<file path="src/rtl/csi2_depacketizer.sv">
// CSI-2 packet parser: turns the receiver's 16-bit word stream into frame/line
// sync pulses and a payload word stream for a single virtual channel.
module csi2_depacketizer #(
  parameter logic [1:0]  VC_SEL    = 2'd0,
  parameter int unsigned MAX_WORDS = 2048
) (
  input  logic        clk,
  input  logic        reset,
  input  logic [15:0] in_data,
  input  logic        in_valid,
  input  logic        in_sop,
  output logic [15:0] out_data,
  output logic        out_valid,
  output logic        out_sol,
  output logic        out_eol,
  output logic [5:0]  out_dt,
  output logic        frame_start,
  output logic        frame_end,
  output logic [15:0] frame_num,
  output logic [15:0] line_count,
  output logic        err_len,
  output logic        err_trunc
);

  localparam logic [16:0] MAX_WC = 17'(2 * MAX_WORDS);

  typedef enum logic [2:0] {S_IDLE, S_HDR1, S_PAYLOAD, S_CSUM, S_DROP} state_t;

  state_t      r_state, w_state_next;
  logic [7:0]  r_di, w_di_next;
  logic [7:0]  r_wc_lo, w_wc_lo_next;
  logic [15:0] r_rem, w_rem_next;
  logic        r_first, w_first_next;
  logic [15:0] r_lines, w_lines_next;

  logic [15:0] w_out_data;
  logic        w_out_valid, w_out_sol, w_out_eol;
  logic [5:0]  w_out_dt;
  logic        w_frame_start, w_frame_end, w_err_len, w_err_trunc;
  logic [15:0] w_frame_num, w_line_count;

  logic [15:0] w_wc;
  logic [1:0]  w_vc;
  logic [5:0]  w_dt;

  assign w_wc = {in_data[7:0], r_wc_lo};
  assign w_vc = r_di[7:6];
  assign w_dt = r_di[5:0];

  always_comb begin
    w_state_next  = r_state;
    w_di_next     = r_di;
    w_wc_lo_next  = r_wc_lo;
    w_rem_next    = r_rem;
    w_first_next  = r_first;
    w_lines_next  = r_lines;
    w_out_data    = out_data;
    w_out_valid   = 1'b0;
    w_out_sol     = 1'b0;
    w_out_eol     = 1'b0;
    w_out_dt      = out_dt;
    w_frame_start = 1'b0;
    w_frame_end   = 1'b0;
    w_frame_num   = frame_num;
    w_line_count  = line_count;
    w_err_len     = 1'b0;
    w_err_trunc   = 1'b0;

    if (in_valid) begin
      // A start-of-packet always wins: whatever was in flight is abandoned.
      if (in_sop && r_state != S_IDLE) begin
        w_err_trunc  = (r_state != S_DROP);
        w_di_next    = in_data[7:0];
        w_wc_lo_next = in_data[15:8];
        w_state_next = S_HDR1;
      end else begin
        case (r_state)
          S_IDLE: begin
            if (in_sop) begin
              w_di_next    = in_data[7:0];
              w_wc_lo_next = in_data[15:8];
              w_state_next = S_HDR1;
            end
          end
          S_HDR1: begin
            if (w_vc != VC_SEL) begin
              w_state_next = S_DROP;
            end else if (w_dt < 6'h10) begin
              w_state_next = S_IDLE;
              if (w_dt == 6'h00) begin
                w_frame_start = 1'b1;
                w_frame_num   = w_wc;
                w_lines_next  = 16'd0;
              end else if (w_dt == 6'h01) begin
                w_frame_end  = 1'b1;
                w_line_count = r_lines;
              end
            end else if (w_wc[0] || ({1'b0, w_wc} > MAX_WC)) begin
              w_err_len    = 1'b1;
              w_state_next = S_DROP;
            end else if (w_wc == 16'd0) begin
              w_state_next = S_CSUM;
            end else begin
              w_rem_next   = {1'b0, w_wc[15:1]};
              w_first_next = 1'b1;
              w_out_dt     = w_dt;
              w_state_next = S_PAYLOAD;
            end
          end
          S_PAYLOAD: begin
            w_out_valid  = 1'b1;
            w_out_data   = in_data;
            w_out_sol    = r_first;
            w_out_eol    = (r_rem == 16'd1);
            w_first_next = 1'b0;
            w_rem_next   = r_rem - 16'd1;
            if (r_rem == 16'd1) begin
              w_state_next = S_CSUM;
              if (r_lines != 16'hFFFF) w_lines_next = r_lines + 16'd1;
            end
          end
          S_CSUM:  w_state_next = S_IDLE;
          S_DROP:  w_state_next = S_DROP;
          default: w_state_next = S_IDLE;
        endcase
      end
    end
  end

  always_ff @(posedge clk or posedge reset) begin
    if (reset) begin
      r_state     <= S_IDLE;
      r_di        <= '0;
      r_wc_lo     <= '0;
      r_rem       <= '0;
      r_first     <= 1'b0;
      r_lines     <= '0;
      out_data    <= '0;
      out_valid   <= 1'b0;
      out_sol     <= 1'b0;
      out_eol     <= 1'b0;
      out_dt      <= '0;
      frame_start <= 1'b0;
      frame_end   <= 1'b0;
      frame_num   <= '0;
      line_count  <= '0;
      err_len     <= 1'b0;
      err_trunc   <= 1'b0;
    end else begin
      r_state     <= w_state_next;
      r_di        <= w_di_next;
      r_wc_lo     <= w_wc_lo_next;
      r_rem       <= w_rem_next;
      r_first     <= w_first_next;
      r_lines     <= w_lines_next;
      out_data    <= w_out_data;
      out_valid   <= w_out_valid;
      out_sol     <= w_out_sol;
      out_eol     <= w_out_eol;
      out_dt      <= w_out_dt;
      frame_start <= w_frame_start;
      frame_end   <= w_frame_end;
      frame_num   <= w_frame_num;
      line_count  <= w_line_count;
      err_len     <= w_err_len;
      err_trunc   <= w_err_trunc;
    end
  end

endmodule

</file>
<file path="config.mk">
export PLATFORM = sky130hd
export DESIGN_NAME = csi2_depacketizer
export DESIGN_NICKNAME = d
export VERILOG_FILES = /design/src/rtl/csi2_depacketizer.sv
export SDC_FILE = /design/constraint.sdc
export NUM_CORES = 1
export LEC_CHECK = 0
export ABC_AREA = 1
export CORE_MARGIN = 5
export CORE_UTILIZATION = 31
export DETAILED_ROUTE_END_ITERATION = 12
export GPL_TIMING_DRIVEN = 0
export SYNTH_ARGS = -nofsm -noshare
export SYNTH_HDL_FRONTEND = slang
export SYNTH_SLANG_ARGS = --single-unit
</file>
<file path="constraint.sdc">
create_clock -name clk -period 4.08 [get_ports clk]
set_clock_uncertainty 0.05 [all_clocks]
set_input_delay 0.816 -clock clk [delete_from_list [all_inputs] [get_ports clk]]
set_output_delay 0.816 -clock clk [all_outputs]
set_load 0.1 [all_outputs]
</file>
* Word-level counts from Yosys, hierarchy flattened
Cells that the tools add are included.
** Word-level totals
- Register bits :: 113
- Bits in latches :: 0
- Bits in writable memories :: 0
- Bits in read-only memories :: 0
- Output and inout bits :: 61
- Logic and storage cells :: 122
- Memories :: 0
** Cells by class
- $add $sub $neg :: 2
- Multipliers :: 0
- Div/mod/pow operators :: 0
- Magnitude comparators :: 2
- Equal/unequal tests :: 17
- Shift operators :: 0
- Mux-type cells :: 60
- Bitwise gates (word level) :: 6
- Reductions and logical operators :: 18
** Operator list (number)
- $mux 16 :: 9
- $pmux 16 s2 :: 2
- $mux 8 :: 6
- $mux 1 :: 35
- $reduce_and 7->1 :: 3
- $mux 3 :: 6
- $add 16x1->16 const B :: 1
- $eq 16x1->1 const B :: 1
- $gt 16x13->1 const B :: 1
- $logic_not 16->1 :: 1
- $ne 16x16->1 const B :: 1
- $ne 2x2->1 const B :: 8
- $sub 16x1->16 const B :: 1
- $pmux 3 s4 :: 1
- $ne 3x3->1 const B :: 3
- $reduce_and 3->1 :: 3
- $reduce_and 8->1 :: 1
- $reduce_bool 2->1 :: 4
- $eq 6x1->1 const B :: 1
- $logic_not 6->1 :: 1
- $lt 6x5->1 const B :: 1
- $not 1->1 :: 6
- $reduce_and 6->1 :: 1
- $eq 3x1->1 const B :: 1
- other kinds (7) :: 7

* Logic depth before layout (Yosys ltp)
- Depth in word-level cells :: 8
- Mapped depth :: 12

* Worst setup path after synthesis
OpenSTA, ideal clock, no wires.
- Path type :: input to register
- From :: in in_data[7]
- To :: reg r_rem[15]
- Arrival :: 1.882 ns
- Required time :: 3.913 ns
- Setup slack :: 2.031 ns
- Stages on the path :: 11
- Cells stage by stage :: inv_1 > nand2_1 > nor2_1 > nand2_1 > a21oi_2 > nand2_1 > nand2_2 > nand2_4 > buf_6 > nand2_1 > nand2_1
** On the way
- Word-level cells in the longest chain between the ends :: 4
** Ends and longest elaborated chain
- start, declared :: line 9 : input logic [15:0] in_data,
- $gt 16x13->1 :: line 98 : end else if (w_wc[0] || ({1'b0, w_wc} > MAX_WC)) begin
- $logic_or 1x1->1 :: line 98
- $ne 2x2->1 (no line)
- $reduce_and 7->1 (no line) (*)
- end signal, assigned :: line 153 : r_rem <= w_rem_next;
- end, declared :: line 32 : logic [15:0] r_rem, w_rem_next;
Mark *: on every way between the ends. The rest lies on a longest branch, timed or not.
A chain may end at the register's enable or synchronous reset.

* Worst setup path in the final report
- From :: reg frame_num[10]
- To :: out frame_num[10]
** RTL lines
- start, declared :: line 19 : output logic [15:0] frame_num,
- start signal, assigned :: line 163 : frame_num <= w_frame_num;
No word-level cell between the ends.

==> metrics <==
WL/cell roughly 14 um; # Max-Cap Violations 0; Max Root-Sink Buffers 2; CTS tree yes; DP Wirelength between 10,000 and 15,000 um; Max Fclk between 0.3 and 0.4 GHz; die width 144.6 um; first-pass GRT wire length roughly 25,000 um; Setup violations, final 0; Overflow after GRT 0; final setup margin 1.244 ns; crit-path cells clkdlybuf4s50_1; Root Driver clkbuf_16; DP Area approximately 6700 um2; area delta synth->final 30.64%; FP Rows 49; vias in the first global route 4,635; number of buffers added for setup after CTS 0; H-tree levels 4; crit share post-route 69.50%; Hold Crit Class register to register; WS Path Type register to primary output; Placer Congestion ~0.85; IO Count slightly above 80; Routed Antenna Nets 0; NumNets Final 816; Mapped Avg Cell Area a little over 8 um2; Worst-path clk slew roughly 0.060 ns; kind of end point of the critical path primary output; #FFs+latches synth 113; post-route design area between 7000 and 8000 um2; Max VDD drop between 0.4 and 0.5 mV; sequential share of the synthesized area around half; antenna violations before repair 0; delay-heaviest family, CP buffers and inverters; Initial DRC Count between 300 and 400; share of layout cells above drive strength 1 12.30%; Final Hold Viols 0; post-synthesis cell count ~690; core box area approximately 18,000 um2; Lkg Pwr roughly 3.4 nW; Final Max Tran Viols 0; Mapped Nets 716; status finished, final reports clean; critical-path cell with the highest stage delay clkdlybuf4s50_1; Tmin final about 2.8 ns; Total GRT Usage roughly 15%; largest net degree at the start of global routing 95; fill count roughly 1,800; type of origin of the critical path register; die height between 100 and 150 um; Initial Utilization between 30% and 40%; Req. time, crit path 3.21 ns; Ant. Diodes 0; via count between 4,000 and 5,000; CTS Buf Count 17; post-CTS sizing 0; clk sinks between 100 and 150; worst slew pin tran ~1 ns; worst skew pair latency between 0.4 and 0.5 ns; CP max stage delay approximately 1.2 ns; RSZ-0062 raised after global routing false; first-pass iteration count of the detailed router 6; via/cell ratio around 4.7; critical path arrival roughly 2.0 ns; Post-CTS Hold Buffers 0; IO buf count 80; YS warnings 0; drt drc 0; relative slew slack roughly 33%; Setup WS pre-CTS between 1 and 1.5 ns; Crit path buffers/inverters 1; crit-path max FO 2; die area 20,920 um2; final WL around 15,000 um; post-synth design cell area ~5600 um2; P per Cell Area around 620 nW/um2; Netlist cell types 34
synthesized netlist by cell type:
library cell  number  area (um2)
nand3b_1           1       7.510
nor2_1            57       214.0
dfrtp_1          113        2828
nor2_2             2       12.51
nand2_2            8       50.05
nor3_2             1       10.01
nor2_8             1       20.02
or2_2              5       31.28
xnor2_1            1       8.760
o21ai_0           67       335.3
clkbuf_1           9       33.78
inv_2              3       11.26
nor3_4             1       16.27
nor2_4             3       33.78
o21ai_2           19       166.4
inv_4              1       6.260
nand2_4            5       56.30
inv_1             66       247.7
nand3_1           45       225.2
a21oi_1            3       15.01
nor3b_1            1       7.510
buf_4              2       15.01
a21oi_2            1       8.760
a31oi_1            1       6.260
xor2_1            10       87.58
nand4_1            9       56.30
nor3_1            14       70.07
ha_1               3       37.54
nand3_2            2       20.02
or2_4              1       8.760
nand2_1          226       848.3
buf_2              5       25.02
buf_6              5       56.30
nand4_4            2       42.54
worst reg2reg max path, cell delays in order, from the launching register on:
cell and delay [ns]:
dfrtp_1 0.51, ha_1 0.27, nand2_1 0.10, nor2_1 0.23
nand2_1 0.12, nor2_1 0.14, nand2_1 0.13, nand4_4 0.16
buf_6 0.19, nand2_1 0.08, o21ai_2 0.05
metrics by stage:
stage | TNS (ns) | total power [W] | hold slack (ns) | utilization [%] | cells
after global placement | -180.96 | 0.003083 | 0.4087 | 37.46 | 1002
after floorplan | 0 | 0.002696 | 0.3919 | - | 693
final | 0 | 0.004588 | 0.4227 | 41.01 | 1034
after global routing | 0 | 0.004831 | 0.4481 | 41.01 | 1034
after CTS | 0 | 0.004633 | 0.4270 | 41.01 | 1034
after detailed placement | 0 | 0.003095 | 0.4117 | 37.64 | 1003
routing by layer:
layer	up-vias	track usage [%]	share of wire [%]
met5	-	0	0
met3	20	4.067	6.2
met4	0	5.351	1.8
met2	139	21.58	43
met1	2241	22.28	49
li1	2412	-	-
report_power, final:
| group | internal [W] | switching (W) | total [W] |
|---|---|---|---|
| clock network | 0.000975 | 0.000531 | 0.00151 |
| registers | 0.00130 | 0.000166 | 0.00147 |
| logic | 0.000420 | 0.00119 | 0.00161 |
| total | 0.00270 | 0.00189 | 0.00459 |
final timing paths:
| kind | cells after the start | from | end | slack, ns |
|---|---|---|---|---|
| min reg2reg | 2 | r_first | r_first | 0.42 |
| min in group asynchronous | 2 | reset | line_count[5] | 0.66 |
| max | 1 | frame_num[10] | frame_num[10] | 1.24 |
| min | 2 | r_first | r_first | 0.42 |
| max reg2reg | 10 | r_lines[0] | r_lines[9] | 1.99 |
| max in group asynchronous | 3 | reset | r_lines[11] | 2.58 |
cell families (layout without fill, tap and decap cells):
| group | count (synthesis) | in the layout | share of synthesized area, % |
|---|---|---|---|
| compound gates | 91 | 91 | 9.463 |
| xor+xnor | 11 | 11 | 1.714 |
| fa+ha+maj | 3 | 3 | 0.6681 |
| buf+inv | 91 | 203 | 7.036 |
| flops | 113 | 113 | 50.32 |
| simple gates | 384 | 384 | 30.80 |
sequential cells by signal (all words and copies together) (netlist names):
register and cells:
r_first 1, r_rem 16, frame_num 16, out_eol 1
frame_start 1, out_dt 6, out_data 16, r_di 8
r_state 3, err_trunc 1, err_len 1, out_valid 1
r_wc_lo 8, r_lines 16, frame_end 1, out_sol 1
line_count 16
cells in the final DEF, fill, tap and decap left out, types with 2 or more instances in the layout:
cell / instances
a21oi_1: 3
buf_2: 5
buf_4: 2
buf_6: 5
bufinv_16: 3
clkbuf_1: 10
clkbuf_16: 17
clkdlybuf4s50_1: 80
clkinv_2: 2
clkinv_4: 3
clkinvlp_4: 2
dfrtp_1: 113
ha_1: 3
inv_1: 65
inv_2: 3
inv_6: 3
nand2_1: 226
nand2_2: 8
nand2_4: 5
nand3_1: 45
nand3_2: 2
nand4_1: 9
nand4_4: 2
nor2_1: 57
nor2_2: 2
nor2_4: 3
nor3_1: 14
o21ai_0: 67
o21ai_2: 19
or2_2: 5
xor2_1: 10
cell type report:
type                    instances  area (um2)  share of cell area (%)
multi-input cells             489        2396                   32.64
repair buffers                 81       828.3                   11.28
plain buffers                  21       130.1                   1.773
well taps                     229       286.5                   3.903
clock buffers                  19       442.9                   6.034
clock inverters                12       158.9                   2.165
flip-flops and latches        113        2828                   38.52
inverters                      70       270.3                   3.682
Note: power is estimated with default switching activity, not from simulation.
